$ cat config.mk
export PLATFORM = sky130hd
export DESIGN_NAME = conv_3x3_filter
export DESIGN_NICKNAME = d
export VERILOG_FILES = /design/src/rtl/conv_3x3_filter.sv
export SDC_FILE = /design/constraint.sdc
export NUM_CORES = 1
export LEC_CHECK = 0
export CAP_MARGIN = 15
export CORE_MARGIN = 2
export CORE_UTILIZATION = 64
export DETAILED_ROUTE_END_ITERATION = 16
export DONT_BUFFER_PORTS = 1
export HOLD_SLACK_MARGIN = 0.1
export PLACE_DENSITY_LB_ADDON = 0.25
export SLEW_MARGIN = 20
export SYNTH_ARGS = -nofsm -noshare
export SYNTH_HDL_FRONTEND = slang
export SYNTH_SLANG_ARGS = --single-unit
$ cat constraint.sdc
create_clock -name clk_in -period 6.44 [get_ports clk_in]
set_clock_uncertainty 0.2 [all_clocks]
set_input_delay 0.966 -clock clk_in [delete_from_list [all_inputs] [get_ports clk_in]]
set_output_delay 0.966 -clock clk_in [all_outputs]
set_load 0.02 [all_outputs]
$ cat src/rtl/conv_3x3_filter.sv
// 3x3 window convolution over a streamed 3-row pixel column. The kernel is selected at
// runtime and the output is a clamped 8-bit pixel tagged with its window-centre coordinates.
module conv_3x3_filter #(
    parameter int HRES = 640,
    parameter int VRES = 380
) (
    input  logic            clk_in,
    input  logic            rst_in,
    input  logic [2:0][7:0] data_in,
    input  logic [10:0]     hcount_in,
    input  logic [9:0]      vcount_in,
    input  logic            data_valid_in,
    input  logic [2:0]      sel_in,
    output logic [7:0]      pixel_out,
    output logic [10:0]     hcount_out,
    output logic [9:0]      vcount_out,
    output logic            data_valid_out
);
    localparam logic [10:0] H_LAST = 11'(HRES - 1);
    localparam logic [9:0]  V_LAST = 10'(VRES - 1);

    typedef enum logic [2:0] {
        K_IDENT = 3'd0,
        K_GAUSS = 3'd1,
        K_SHARP = 3'd2,
        K_SOBX  = 3'd3,
        K_SOBY  = 3'd4,
        K_SOBXY = 3'd5
    } kernel_e;

    typedef struct packed {
        logic        valid;
        logic        border;
        logic [10:0] h;
        logic [9:0]  v;
    } tag_t;

    function automatic logic signed [11:0] zx8(input logic [7:0] x);
        return $signed({4'b0000, x});
    endfunction

    function automatic logic signed [11:0] zx10(input logic [9:0] x);
        return $signed({2'b00, x});
    endfunction

    function automatic logic signed [11:0] sx9(input logic [8:0] x);
        return $signed({{3{x[8]}}, x});
    endfunction

    function automatic logic signed [11:0] abs12(input logic signed [11:0] x);
        return x[11] ? -x : x;
    endfunction

    // Window columns, kernel latch and pending end-of-line beat
    logic [2:0][7:0] col_l_q, col_c_q, col_r_q;
    logic [2:0]      sel_q, sel_d;
    logic            pend_q, pend_d;
    logic [9:0]      pend_v_q, pend_v_d;
    logic [10:0]     centre_h;

    // Pipeline stages
    tag_t                s1_q, s1_d;
    tag_t                s2_q, s3_q;
    logic [2:0]          s2_sel_q;
    logic [2:0][9:0]     g_q, g_d;
    logic [2:0][8:0]     dx_q, dx_d;
    logic [2:0][7:0]     b_q, b_d;
    logic signed [11:0]  sp_q, sp_d;
    logic [11:0]         gsum;
    logic signed [11:0]  gx, gy, sharp, val;
    logic signed [11:0]  s3_val_q;

    // Output registers
    logic [7:0]  pix_q, pix_d;
    logic [10:0] hcount_q;
    logic [9:0]  vcount_q;
    logic        valid_q;

    assign centre_h = hcount_in - 11'd1;

    // S1: the injected end-of-line beat has priority over any beat arriving with it.
    always_comb begin
        // NOTE: every _d gets its default before any branch, so no path can leave
        // a combinational signal unassigned and infer a latch.
        s1_d     = '0;
        pend_d   = data_valid_in && (hcount_in == H_LAST);
        pend_v_d = pend_d ? vcount_in : pend_v_q;
        sel_d    = sel_q;
        if (data_valid_in && hcount_in == 11'd0 && vcount_in == 10'd0)
            sel_d = sel_in;
        if (pend_q) begin
            s1_d.valid  = 1'b1;
            s1_d.border = 1'b1;
            s1_d.h      = H_LAST;
            s1_d.v      = pend_v_q;
        end else if (data_valid_in && hcount_in != 11'd0) begin
            s1_d.valid  = 1'b1;
            s1_d.h      = centre_h;
            s1_d.v      = vcount_in;
            s1_d.border = (centre_h == 11'd0) || (centre_h == H_LAST) ||
                          (vcount_in == 10'd0) || (vcount_in == V_LAST);
        end
    end

    // S2: per-row partials. g = a+2b+c serves gaussian and sobel-y, dx = c-a serves sobel-x.
    always_comb begin
        for (int r = 0; r < 3; r++) begin
            g_d[r]  = {2'b00, col_l_q[r]} + {1'b0, col_c_q[r], 1'b0} + {2'b00, col_r_q[r]};
            dx_d[r] = {1'b0, col_r_q[r]} - {1'b0, col_l_q[r]};
            b_d[r]  = col_c_q[r];
        end
        sp_d = (zx8(col_c_q[1]) <<< 2) + zx8(col_c_q[1]) - zx8(col_l_q[1]) - zx8(col_r_q[1]);
    end

    // S3: combine rows for the selected kernel.
    always_comb begin
        gsum  = {2'b00, g_q[0]} + {1'b0, g_q[1], 1'b0} + {2'b00, g_q[2]};
        gx    = sx9(dx_q[0]) + (sx9(dx_q[1]) <<< 1) + sx9(dx_q[2]);
        gy    = zx10(g_q[2]) - zx10(g_q[0]);
        sharp = sp_q - zx8(b_q[0]) - zx8(b_q[2]);
        case (s2_sel_q)
            K_GAUSS: val = $signed(gsum >> 4);
            K_SHARP: val = sharp;
            K_SOBX:  val = abs12(gx);
            K_SOBY:  val = abs12(gy);
            K_SOBXY: val = abs12(gx) + abs12(gy);
            default: val = zx8(b_q[1]);
        endcase
    end

    always_comb begin
        pix_d = 8'd0;
        if (s3_q.valid && !s3_q.border) begin
            if (s3_val_q[11])
                pix_d = 8'd0;
            else if (s3_val_q > 12'sd255)
                pix_d = 8'd255;
            else
                pix_d = s3_val_q[7:0];
        end
    end

    // NOTE: clocked state uses non-blocking assignments only, so every register sees
    // pre-edge values. The datapath is reset too, so a reset cannot release stale pixels.
    always_ff @(posedge clk_in) begin
        if (rst_in) begin
            col_l_q  <= '0;
            col_c_q  <= '0;
            col_r_q  <= '0;
            sel_q    <= '0;
            pend_q   <= 1'b0;
            pend_v_q <= '0;
            s1_q     <= '0;
            s2_q     <= '0;
            s2_sel_q <= '0;
            g_q      <= '0;
            dx_q     <= '0;
            b_q      <= '0;
            sp_q     <= '0;
            s3_q     <= '0;
            s3_val_q <= '0;
            pix_q    <= '0;
            hcount_q <= '0;
            vcount_q <= '0;
            valid_q  <= 1'b0;
        end else begin
            if (data_valid_in) begin
                col_l_q <= col_c_q;
                col_c_q <= col_r_q;
                col_r_q <= data_in;
            end
            sel_q    <= sel_d;
            pend_q   <= pend_d;
            pend_v_q <= pend_v_d;
            s1_q     <= s1_d;
            s2_q     <= s1_q;
            s2_sel_q <= sel_q;
            g_q      <= g_d;
            dx_q     <= dx_d;
            b_q      <= b_d;
            sp_q     <= sp_d;
            s3_q     <= s2_q;
            s3_val_q <= val;
            pix_q    <= pix_d;
            hcount_q <= s3_q.h;
            vcount_q <= s3_q.v;
            valid_q  <= s3_q.valid;
        end
    end

    assign pixel_out      = pix_q;
    assign hcount_out     = hcount_q;
    assign vcount_out     = vcount_q;
    assign data_valid_out = valid_q;

endmodule

==> results of run 1 <==
==> logic make-up after synthesis <==
| family | after synthesis | synth area share [%] |
|---|---|---|
| multiplexers | 87 | 5.686 |
| AO/OA/AOI/OAI | 273 | 12.06 |
| XOR/XNOR | 82 | 4.682 |
| flip-flops | 290 | 37.85 |
| AND/OR/NAND/NOR | 478 | 15.63 |
| adder cells (fa/ha/maj) | 199 | 19.71 |
| buffers and inverters | 176 | 4.389 |
==> per-layer routing <==
metal / vias to the layer above / part of all wire [%] / routed length (um)
met2: 298 / 46 / 15290
met3: 64 / 6.4 / 2120
met1: 5122 / 45 / 15160
li1: 5300 / - / -
met5: - / 0 / 0
met4: 0 / 2.3 / 755
==> registers in the layout, indices dropped and copies added (netlist names), 8 cells and up <==
| signal | cells |
|---|---|
| s3_val_q | 12 |
| dx_q | 24 |
| pixel_out | 8 |
| col_r_q | 24 |
| s3_q | 23 |
| b_q | 24 |
| col_l_q | 24 |
| pend_v_q | 10 |
| sp_q | 12 |
| s1_q | 23 |
| vcount_out | 10 |
| b_d | 24 |
| s2_q | 23 |
| hcount_out | 11 |
| g_q | 30 |
==> stage by stage <==
stage	hold slack (ns)	worst slack (ns)	utilization, %
floorplan	0.2138	1.802	-
global placement	0.2160	1.418	66.10
detailed placement	0.2204	1.295	66.10
CTS	0.2325	1.253	70.41
global route	0.2498	0.9073	70.41
finish	0.2319	1.261	70.41
==> area by class of cell <==
type | count | area (um^2)
inverters | 119 | 446.7
well taps | 319 | 399.1
multi-input cells | 1119 | 8865
clock inverters | 19 | 232.7
flip-flops and latches | 290 | 5806
fillers | 1761 | 6945
clock buffers | 35 | 778.2
==> Yosys cell counts, types with 4 or more instances <==
cell | instances | area (um^2)
ha_1 | 128 | 1602
a21boi_0 | 9 | 67.56
clkbuf_1 | 49 | 183.9
mux2i_1 | 86 | 860.8
inv_1 | 119 | 446.7
or3_1 | 14 | 87.58
or4_1 | 4 | 30.03
a21o_1 | 27 | 202.7
a31oi_1 | 8 | 50.05
o22ai_1 | 6 | 37.54
fa_1 | 71 | 1421
dfxtp_1 | 290 | 5806
a41oi_1 | 4 | 35.03
nand4_1 | 4 | 25.02
nor2_1 | 191 | 716.9
xor2_1 | 30 | 262.8
nor3_1 | 37 | 185.2
nor3b_1 | 7 | 52.55
nor2b_1 | 118 | 738.2
o211ai_1 | 5 | 37.54
a22oi_1 | 5 | 37.54
o21bai_1 | 16 | 120.1
nand2b_1 | 11 | 68.82
a211oi_1 | 11 | 82.58
buf_2 | 4 | 20.02
o21a_1 | 15 | 112.6
a22o_1 | 10 | 87.58
a21oi_1 | 62 | 310.3
o21ai_0 | 54 | 270.3
nand3_1 | 14 | 70.07
nand3b_1 | 5 | 37.54
nand2_1 | 50 | 187.7
xnor2_1 | 52 | 455.4
==> worst max-delay path, delay by kind of cell (launching register included) <==
| family | cells | cell delay [ns] |
|---|---|---|
| DFF | 1 | 0.40 |
| AOI/OAI and AO/OA | 10 | 2.29 |
| and+or+nand+nor | 1 | 0.07 |
| xor gates and xnor gates | 1 | 0.16 |
| adders and majority gates | 4 | 1.59 |
| muxes | 1 | 0.41 |
==> final timing paths <==
kind	endpoint	slack, ns	from	cells after the start
max	s3_val_q[10]$_SDFF_PP0_	1.26	g_q[10]$_SDFF_PP0_	17
min	s2_q[13]$_SDFF_PP0_	0.23	s1_q[13]$_SDFF_PP0_	1
max reg2reg	s3_val_q[10]$_SDFF_PP0_	1.26	g_q[10]$_SDFF_PP0_	17
min reg2reg	s2_q[13]$_SDFF_PP0_	0.23	s1_q[13]$_SDFF_PP0_	1
==> power groups by stage <==
stage	Combinational (mW)	Sequential, mW	Clock, mW
after floorplan	1.41	1.96	0
after global placement	1.68	1.97	0
after detailed placement	1.72	1.98	0
after CTS	1.75	1.94	1.78
after global routing	1.97	1.95	1.86
final	1.77	1.94	1.75
==> metrics.log, run 1 <==
[metrics] status: finished, final reports clean
[metrics] Power Internal: 3.654 mW
[metrics] hold buffer count at CTS: 0
[metrics] GR Layer Usage met2: 42.97%
[metrics] overall routed net length: 33.32 mm
[metrics] power per unit of standard cell area: 330.4 nW/um^2
[metrics] cell at the root of the clock tree: clkbuf_16
[metrics] cell count after synthesis: 1585
[metrics] overall power of the completed layout: 5.460 mW
[metrics] most common library cell in the layout ignoring fill and taps: dfxtp_1
[metrics] dominant cell type by count on the critical path: fa_1
[metrics] average cell area after synthesis: between 9 and 10 um^2
[metrics] initial antenna violation count: 0
[metrics] Initial Utilization: around two thirds
[metrics] Final Critical Period: a little over 5 ns
[metrics] final number of setup-violating endpoints: 0
[metrics] Resized cells post-CTS: 0
[metrics] Die Footprint: ~25000 um^2
[metrics] total iterations of the first detailed-routing run: 5
[metrics] total of max-cap violations: 0
[metrics] cell area after placement: 15520 um^2
[metrics] relative area change from synthesis to final layout: 7.749%
[metrics] CTS H-Tree Depth: 1
[metrics] chip height: 158.8 um
[metrics] aggregate negative setup slack: 0 ns
[metrics] slowest cell delay on critical path: 0.47 ns
[metrics] yosys synthesis warning count: 0
[metrics] number of DRC markers after the initial detailed-route iteration: 820
[metrics] net count after synthesis: 1835
[metrics] reported net switching power: 1.807 mW
[metrics] Clock Latency Late Sink: 0.56 ns
[metrics] slew at the pin closest to its max-slew limit: 1.040 ns
[metrics] CTS buffer count: 29
[metrics] Tcrit/Tclk final: 80.42%
[metrics] unrepaired setup endpoints after global routing: false
[metrics] Clock Power Share: 32.1%
[metrics] final weighted congestion in routability-driven placement: 0.9216
[metrics] maximum vdd ir drop: 0.0002471 V
[metrics] Max stage delay cell, worst path: fa_1
[metrics] share of total power in combinational logic: 32.4%
[metrics] Remaining DRCs: 0
[metrics] standby leakage power: approximately 7 nW
[metrics] required time of the critical path: 6.71 ns
[metrics] fin area: 16530 um^2
[metrics] share of layout cells above drive strength 1: 4.362%
[metrics] share of power burned in registers: a little over a third
[metrics] Inst Count DP: 1847
[metrics] CP Max Fanout: 13
[metrics] largest net degree at the start of global routing: 262
[metrics] commonest cells after routing, fill and taps aside: 290 x dfxtp_1, 191 x nor2_1, 128 x ha_1
[metrics] clock slew seen by the registers of the worst setup and hold paths: 0.06 ns
[metrics] worst slew margin relative to its limit: 30.29%
[metrics] total vias in the final route: 10784
[metrics] Main synth FF type: dfxtp_1
[metrics] crit path DAT: 5.45 ns
[metrics] startpoint class of the critical path: flop
[metrics] I/O Buffers: 0
[metrics] number of distinct standard cells referenced by the synthesized netlist: 79
[metrics] number of nets in the final layout: 1809
[metrics] number of slew-limit violations in the final report: 0
[metrics] CTS max path bufs: 3
[metrics] Highest Clock Rate: 0.1931 GHz
[metrics] Async SR Flop Fraction: 0%
[metrics] vias in the first global route: roughly 11000
[metrics] post-CTS repair timing setup buffer count: 0
[metrics] met3 usage: 4.833%
[metrics] netlist area before placement: 15340 um^2
[metrics] number of enable-type register cells in the synthesized netlist: 0
[metrics] Detail Route Antenna Nets: 0
[metrics] Worst Path Class, Setup: flop to flop
[metrics] Top Usage Layer GRT: met2
[metrics] clk sink count: 290
[metrics] dpl hpwl: roughly 25 mm
[metrics] first-pass GRT wire length: 54.05 mm
[metrics] total count of hold-check failures in the final report: 0
[metrics] CTS tree: yes
[metrics] endpoint kind of the worst setup timing path: flop
[metrics] Placement Rows: 56
[metrics] synthesis-stage register bit count: 290
[metrics] sequential fraction of the synthesis area: 37.85%
[metrics] ANT cells: 0
[metrics] Sw Share: 33.09%
[metrics] routed via count divided by cell count: approximately 5.7
[metrics] total congestion overflow: 0
[metrics] total global routing track utilization: between 20% and 30%
[metrics] sequence of cells on the critical path: fa_1 > ha_1 > fa_1 > a21oi_2 > o22ai_1 > o41ai_2 > o221ai_2 > mux2_2 > fa_1 > a21oi_1 > o211ai_1 > o41ai_1 > o21ai_0 > xor2_1 > nand2_1 > a21o_1 > a21oi_1
[metrics] area of the core: 23470 um^2
[metrics] grt met1 use: between 30% and 40%
[metrics] average wire per cell in the routed design: 17.53 um
[metrics] worst hold path class: flop to flop
[metrics] die width: 158.8 um
[metrics] count of boundary I/O pins: about 80
[metrics] number of standard cells in the final layout excluding fillers: 1901
Power figures use the tool's default switching activity.
==> inputs of run 2 (changes only) <==
==> constraint.sdc (replaced) <==
create_clock -name clk_in -period 5.3 [get_ports clk_in]
set_clock_uncertainty 0.2 [all_clocks]
set_input_delay 0.795 -clock clk_in [delete_from_list [all_inputs] [get_ports clk_in]]
set_output_delay 0.795 -clock clk_in [all_outputs]
set_load 0.02 [all_outputs]
==> metrics.log, run 2 (synthesis results as in run 1) <==
[metrics] overall routed net length: ~33 mm
[metrics] relative area change from synthesis to final layout: 8.214%
[metrics] first-pass GRT wire length: 54.36 mm
[metrics] final number of setup-violating endpoints: 0
[metrics] area used by multi-input combinational logic: 8872 um^2
[metrics] endpoint kind of the worst setup timing path: flop
[metrics] area of all sequential standard cells: 5806 um^2
[metrics] register name with the most flops: g_q
[metrics] initial antenna violation count: 0
[metrics] Remaining DRCs: 0
[metrics] Detail Route Antenna Nets: 0
[metrics] number of slew-limit violations in the final report: 0
[metrics] aggregate negative setup slack: 0 ns
[metrics] commonest cells after routing, fill and taps aside: 290 x dfxtp_1, 191 x nor2_1, 128 x ha_1
[metrics] Resized cells post-CTS: 0
[metrics] CP Max Fanout: 5
[metrics] status: finished, final reports clean
[metrics] ANT cells: 0
[metrics] startpoint class of the critical path: flop
[metrics] clock slew seen by the registers of the worst setup and hold paths: approximately 0.06 ns
[metrics] Final Critical Period: 4.867 ns
[metrics] count of boundary I/O pins: 81
[metrics] routed via count divided by cell count: 5.645
[metrics] Highest Clock Rate: between 0.2 and 0.25 GHz
[metrics] standby leakage power: between 7 and 8 nW
[metrics] total count of hold-check failures in the final report: 0
[metrics] total congestion overflow: 0
[metrics] utilization after layout: 70.71%
[metrics] share of power burned in registers: 35.1%
[metrics] share of layout cells above drive strength 1: around 4.4%
[metrics] fill cell count: 1756
[metrics] Worst Path Class, Setup: flop to flop
[metrics] worst hold path class: input pin to flop
[metrics] worst slew margin relative to its limit: 29.42%
[metrics] most common library cell in the layout ignoring fill and taps: dfxtp_1
[metrics] area of the core: about 23000 um^2
[metrics] CTS H-Tree Depth: 1
[metrics] hold buffer count at CTS: 0
[metrics] required time of the critical path: about 5.6 ns
[metrics] Initial Utilization: 65.35%
[metrics] vias in the first global route: approximately 11000
[metrics] Sw Share: about a third
[metrics] Die Footprint: 25220 um^2
[metrics] Tcrit/Tclk final: 91.84%
[metrics] total global routing track utilization: 26.46%
[metrics] chip height: 158.8 um
[metrics] Placement Rows: 56
[metrics] total vias in the final route: ~11000
[metrics] crit path DAT: just over 5 ns
[metrics] reported net switching power: between 2 and 2.5 mW
[metrics] total of max-cap violations: 0
[metrics] largest net degree at the start of global routing: 262
[metrics] share of total power in combinational logic: 31.9%
[metrics] unrepaired setup endpoints after global routing: false
[metrics] fin area: 16600 um^2
[metrics] Power Internal: around 4.5 mW
[metrics] setup slack at placement: 0.3279 ns
[metrics] Clock Latency Late Sink: about 0.55 ns
[metrics] die width: approximately 160 um
[metrics] final weighted congestion in routability-driven placement: 0.9102
[metrics] average wire per cell in the routed design: about 17 um
[metrics] slew at the pin closest to its max-slew limit: 1.053 ns
[metrics] Largest register FFs: 30
[metrics] Clock Power Share: 33.0%
[metrics] cell area after placement: about 16000 um^2
[metrics] number of nets in the final layout: 1811
[metrics] maximum vdd ir drop: approximately 0.00034 V
[metrics] CTS max path bufs: 3
[metrics] final setup margin: 0.4326 ns
[metrics] I/O Buffers: 0
[metrics] clk sink count: 290
[metrics] dpl hpwl: 24.92 mm
[metrics] power per unit of standard cell area: 404.6 nW/um^2
[metrics] number of DRC markers after the initial detailed-route iteration: 798
[metrics] CTS buffer count: 30
[metrics] cell at the root of the clock tree: clkbuf_16
[metrics] CTS tree: yes
[metrics] post-CTS repair timing setup buffer count: 0
[metrics] total iterations of the first detailed-routing run: 5
-- run 2: cell types whose count changed in the layout (fill, tap and decap cells not counted), sizes merged --
cell      previous run  this run
inv                123       120
bufinv               4         5
buf                  0         1
clkinvlp             3         2
clkbuf              35        39
-- run 2: critical path: stages (launching register included) --
cell,delay [ns]
dfxtp_1,0.40
fa_1,0.45
ha_1,0.24
fa_1,0.45
a21oi_2,0.21
o22ai_1,0.10
o41ai_2,0.32
o221ai_2,0.22
mux2_2,0.36
fa_1,0.47
a21oi_1,0.21
o211ai_1,0.16
o41ai_2,0.32
o21ai_0,0.18
xor2_1,0.16
nand2_1,0.07
a21o_1,0.18
a21oi_1,0.11
-- run 2: power groups by stage --
| stage | registers, mW | clock network, mW | logic (mW) |
|---|---|---|---|
| finish | 2.36 | 2.21 | 2.14 |
| global route | 2.37 | 2.34 | 2.40 |
| CTS | 2.36 | 2.25 | 2.11 |
| detailed placement | 2.40 | 0 | 2.08 |
| global placement | 2.40 | 0 | 2.05 |
| floorplan | 2.38 | 0 | 1.72 |
-- run 2: through the flow --
step	power, mW	hold slack, ns	cells
after CTS	6.711	0.1464	1903
final	6.716	0.1664	1903
after global placement	4.449	0.2163	1848
after floorplan	4.098	0.2138	1585
after detailed placement	4.482	0.2204	1848
after global routing	7.108	0.1397	1903
-- run 2: final timing paths --
check,depth (start not counted),startpoint,end,slack [ns]
max,17,g_q[10]$_SDFF_PP0_,s3_val_q[10]$_SDFF_PP0_,0.43
min,1,rst_in,s3_val_q[7]$_SDFF_PP0_,0.17
max reg2reg,17,g_q[10]$_SDFF_PP0_,s3_val_q[10]$_SDFF_PP0_,0.43
min reg2reg,1,s3_q[5]$_SDFF_PP0_,vcount_out[5]$_SDFF_PP0_,0.23
-- run 2: layer usage --
layer  wire length, um  up-vias  GRT usage, %  share of wire (%)
li1                  -     5309             -                  -
met1             15430     5097         36.72                 47
met2             14980      278         43.45                 45
met3              1934       58         3.788                5.8
met4               840        0         7.256                2.5
met5                 0        -             0                  0
-- run 2: area by class of cell --
type	instances	share of cell area, %
multi-input cells	1119	53.45
flip-flops and latches	290	34.98
inverters	119	2.691
repair buffers	1	0.04523
clock buffers	39	4.968
well taps	319	2.405
clock inverters	16	1.462
==> inputs of run 3 (changes only) <==
--- a/config.mk
+++ b/config.mk
@@ -8,10 +8,13 @@
 export CAP_MARGIN = 15
 export CORE_MARGIN = 2
 export CORE_UTILIZATION = 64
+export CTS_CLUSTER_SIZE = 20
 export DETAILED_ROUTE_END_ITERATION = 16
 export DONT_BUFFER_PORTS = 1
 export HOLD_SLACK_MARGIN = 0.1
 export PLACE_DENSITY_LB_ADDON = 0.25
+export REMOVE_ABC_BUFFERS = 1
+export SETUP_SLACK_MARGIN = 0.5
 export SLEW_MARGIN = 20
 export SYNTH_ARGS = -nofsm -noshare
 export SYNTH_HDL_FRONTEND = slang
==> metrics.log, run 3 (synthesis results as in run 1) <==
[metrics] Highest Clock Rate: about 0.21 GHz
[metrics] Hold Path Depth: 1
[metrics] aggregate negative setup slack: 0 ns
[metrics] maximum vdd ir drop: 0.0004095 V
[metrics] Die Footprint: 25220 um^2
[metrics] share of layout cells above drive strength 1: 6.203%
[metrics] Worst Reg-to-Reg Cells: 22
[metrics] standby leakage power: around 7.1 nW
[metrics] commonest cells after routing, fill and taps aside: 289 x dfxtp_1, 191 x nor2_1, 126 x ha_1
[metrics] total vias in the final route: 10792
[metrics] I/O Buffers: 0
[metrics] slack of the worst reg-to-reg path: 0.63 ns
[metrics] setup slack at placement: around 0.37 ns
[metrics] endpoint kind of the worst setup timing path: flop
[metrics] first-pass GRT wire length: 54.70 mm
[metrics] CTS buffer count: 29
[metrics] CTS H-Tree Depth: 1
[metrics] fill cell count: between 1500 and 2000
[metrics] final number of setup-violating endpoints: 0
[metrics] number of nets in the final layout: 1824
[metrics] most common library cell in the layout ignoring fill and taps: dfxtp_1
[metrics] Clock Latency Late Sink: 0.56 ns
[metrics] largest net degree at the start of global routing: 262
[metrics] register name with the most flops: g_q
[metrics] terminating pin of the worst hold path: b_q[16]$_SDFF_PP0_
[metrics] average wire per cell in the routed design: 17.30 um
[metrics] hold buffer count at CTS: 0
[metrics] clock slew seen by the registers of the worst setup and hold paths: 0.07 ns
[metrics] overall routed net length: 33.13 mm
[metrics] launch instance of the worst register-to-register path: dx_q[1]$_SDFF_PP0_
[metrics] worst hold path class: input pin to flop
[metrics] CTS tree: yes
[metrics] CP Max Fanout: 4
[metrics] Remaining DRCs: 0
[metrics] crit path DAT: 4.96 ns
[metrics] total iterations of the first detailed-routing run: 5
[metrics] Tcrit/Tclk final: 88.12%
[metrics] final weighted congestion in routability-driven placement: 0.9060
[metrics] required time of the critical path: 5.59 ns
[metrics] Initial Utilization: 65.35%
[metrics] slew at the pin closest to its max-slew limit: 0.8497 ns
[metrics] routed via count divided by cell count: 5.636
[metrics] end of the worst register-to-register path: s3_val_q[10]$_SDFF_PP0_
[metrics] Final Critical Period: 4.670 ns
[metrics] relative area change from synthesis to final layout: 9.120%
[metrics] clk sink count: 290
[metrics] status: finished, final reports clean
[metrics] total global routing track utilization: between 20% and 30%
[metrics] Detail Route Antenna Nets: 0
[metrics] chip height: around 160 um
[metrics] ANT cells: 0
[metrics] count of boundary I/O pins: 81
[metrics] number of DRC markers after the initial detailed-route iteration: 630
[metrics] Placement Rows: 56
[metrics] area of the core: 23470 um^2
[metrics] Worst Path Class, Setup: flop to flop
[metrics] cell at the root of the clock tree: clkbuf_16
[metrics] Largest register FFs: 30
[metrics] total of max-cap violations: 0
[metrics] die width: around 160 um
[metrics] startpoint class of the critical path: flop
[metrics] final setup margin: 0.6298 ns
[metrics] vias in the first global route: 10902
[metrics] CTS max path bufs: 3
[metrics] number of slew-limit violations in the final report: 0
[metrics] unrepaired setup endpoints after global routing: true
[metrics] launch point of the worst hold path: rst_in
[metrics] power per unit of standard cell area: 409.7 nW/um^2
[metrics] utilization after layout: 71.31%
[metrics] worst slew margin relative to its limit: 43.23%
[metrics] initial antenna violation count: 0
[metrics] total count of hold-check failures in the final report: 0
[metrics] dpl hpwl: 24.26 mm
[metrics] total congestion overflow: 0
[metrics] worst hold margin: 0.1362 ns
## run 3: report_power, final
part           internal [mW]  switching, mW
Combinational           1.05           1.32
Clock                   1.26          0.866
Sequential              2.28         0.0828
## run 3: critical path: stages, from the launching register on
cell and delay (ns):
dfxtp_1 0.33, fa_1 0.48, ha_2 0.22, fa_2 0.37, a21oi_2 0.17, o22ai_1 0.10, o41ai_2 0.31, buf_4 0.18
buf_4 0.10, buf_4 0.10, buf_4 0.10, buf_4 0.09, buf_4 0.09, buf_4 0.10, xor2_1 0.30, xnor2_1 0.20
ha_1 0.39, a21oi_1 0.17, o21ai_0 0.12, xor2_1 0.15, nand2_1 0.06, a21o_1 0.18, a21oi_1 0.11
## run 3: worst max-delay path by stage
stage,start,to
after global placement,g_q[10]$_SDFF_PP0_,s3_val_q[10]$_SDFF_PP0_
final,dx_q[1]$_SDFF_PP0_,s3_val_q[10]$_SDFF_PP0_
after detailed placement,g_q[10]$_SDFF_PP0_,s3_val_q[10]$_SDFF_PP0_
after CTS,dx_q[1]$_SDFF_PP0_,s3_val_q[10]$_SDFF_PP0_
after floorplan,g_q[10]$_SDFF_PP0_,s3_val_q[10]$_SDFF_PP0_
after global routing,dx_q[1]$_SDFF_PP0_,s3_val_q[8]$_SDFF_PP0_
## run 3: repair_timing
| action | 4_1_cts | 5_1_grt |
|---|---|---|
| resized for setup | 5 | 11 |
| setup buffers | 10 | 3 |
| pin swaps | 5 | 11 |
| endpoints found under the setup margin | 2 | 6 |
## run 3: routing by layer
metal	wire length, um	vias up	GRT usage (%)
met3	1919	60	4.363
met1	15130	5120	35.99
met5	0	-	0
li1	-	5332	-
met2	15330	280	43.57
met4	759	0	7.548
## run 3: area by class of cell
class / instances / area, um^2 / area share [%]
Tap cell: 319 / 399.1 / 2.385
Inverter: 119 / 446.7 / 2.669
Timing Repair Buffer: 15 / 116.4 / 0.6952
Clock buffer: 36 / 822.0 / 4.911
Sequential cell: 290 / 5807 / 34.69
Clock inverter: 17 / 202.7 / 1.211
Multi-Input combinational cell: 1119 / 8944 / 53.44
## run 3: stage by stage
step           std cells  area [um^2]  power, mW
3_5_place_dp        1849        15530      4.477
5_1_grt             1915        16740      7.226
2_1_floorplan       1528        15110      4.051
6_report            1915        16740      6.857
4_1_cts             1912        16650      6.716
3_3_place_gp        1849        15530      4.445
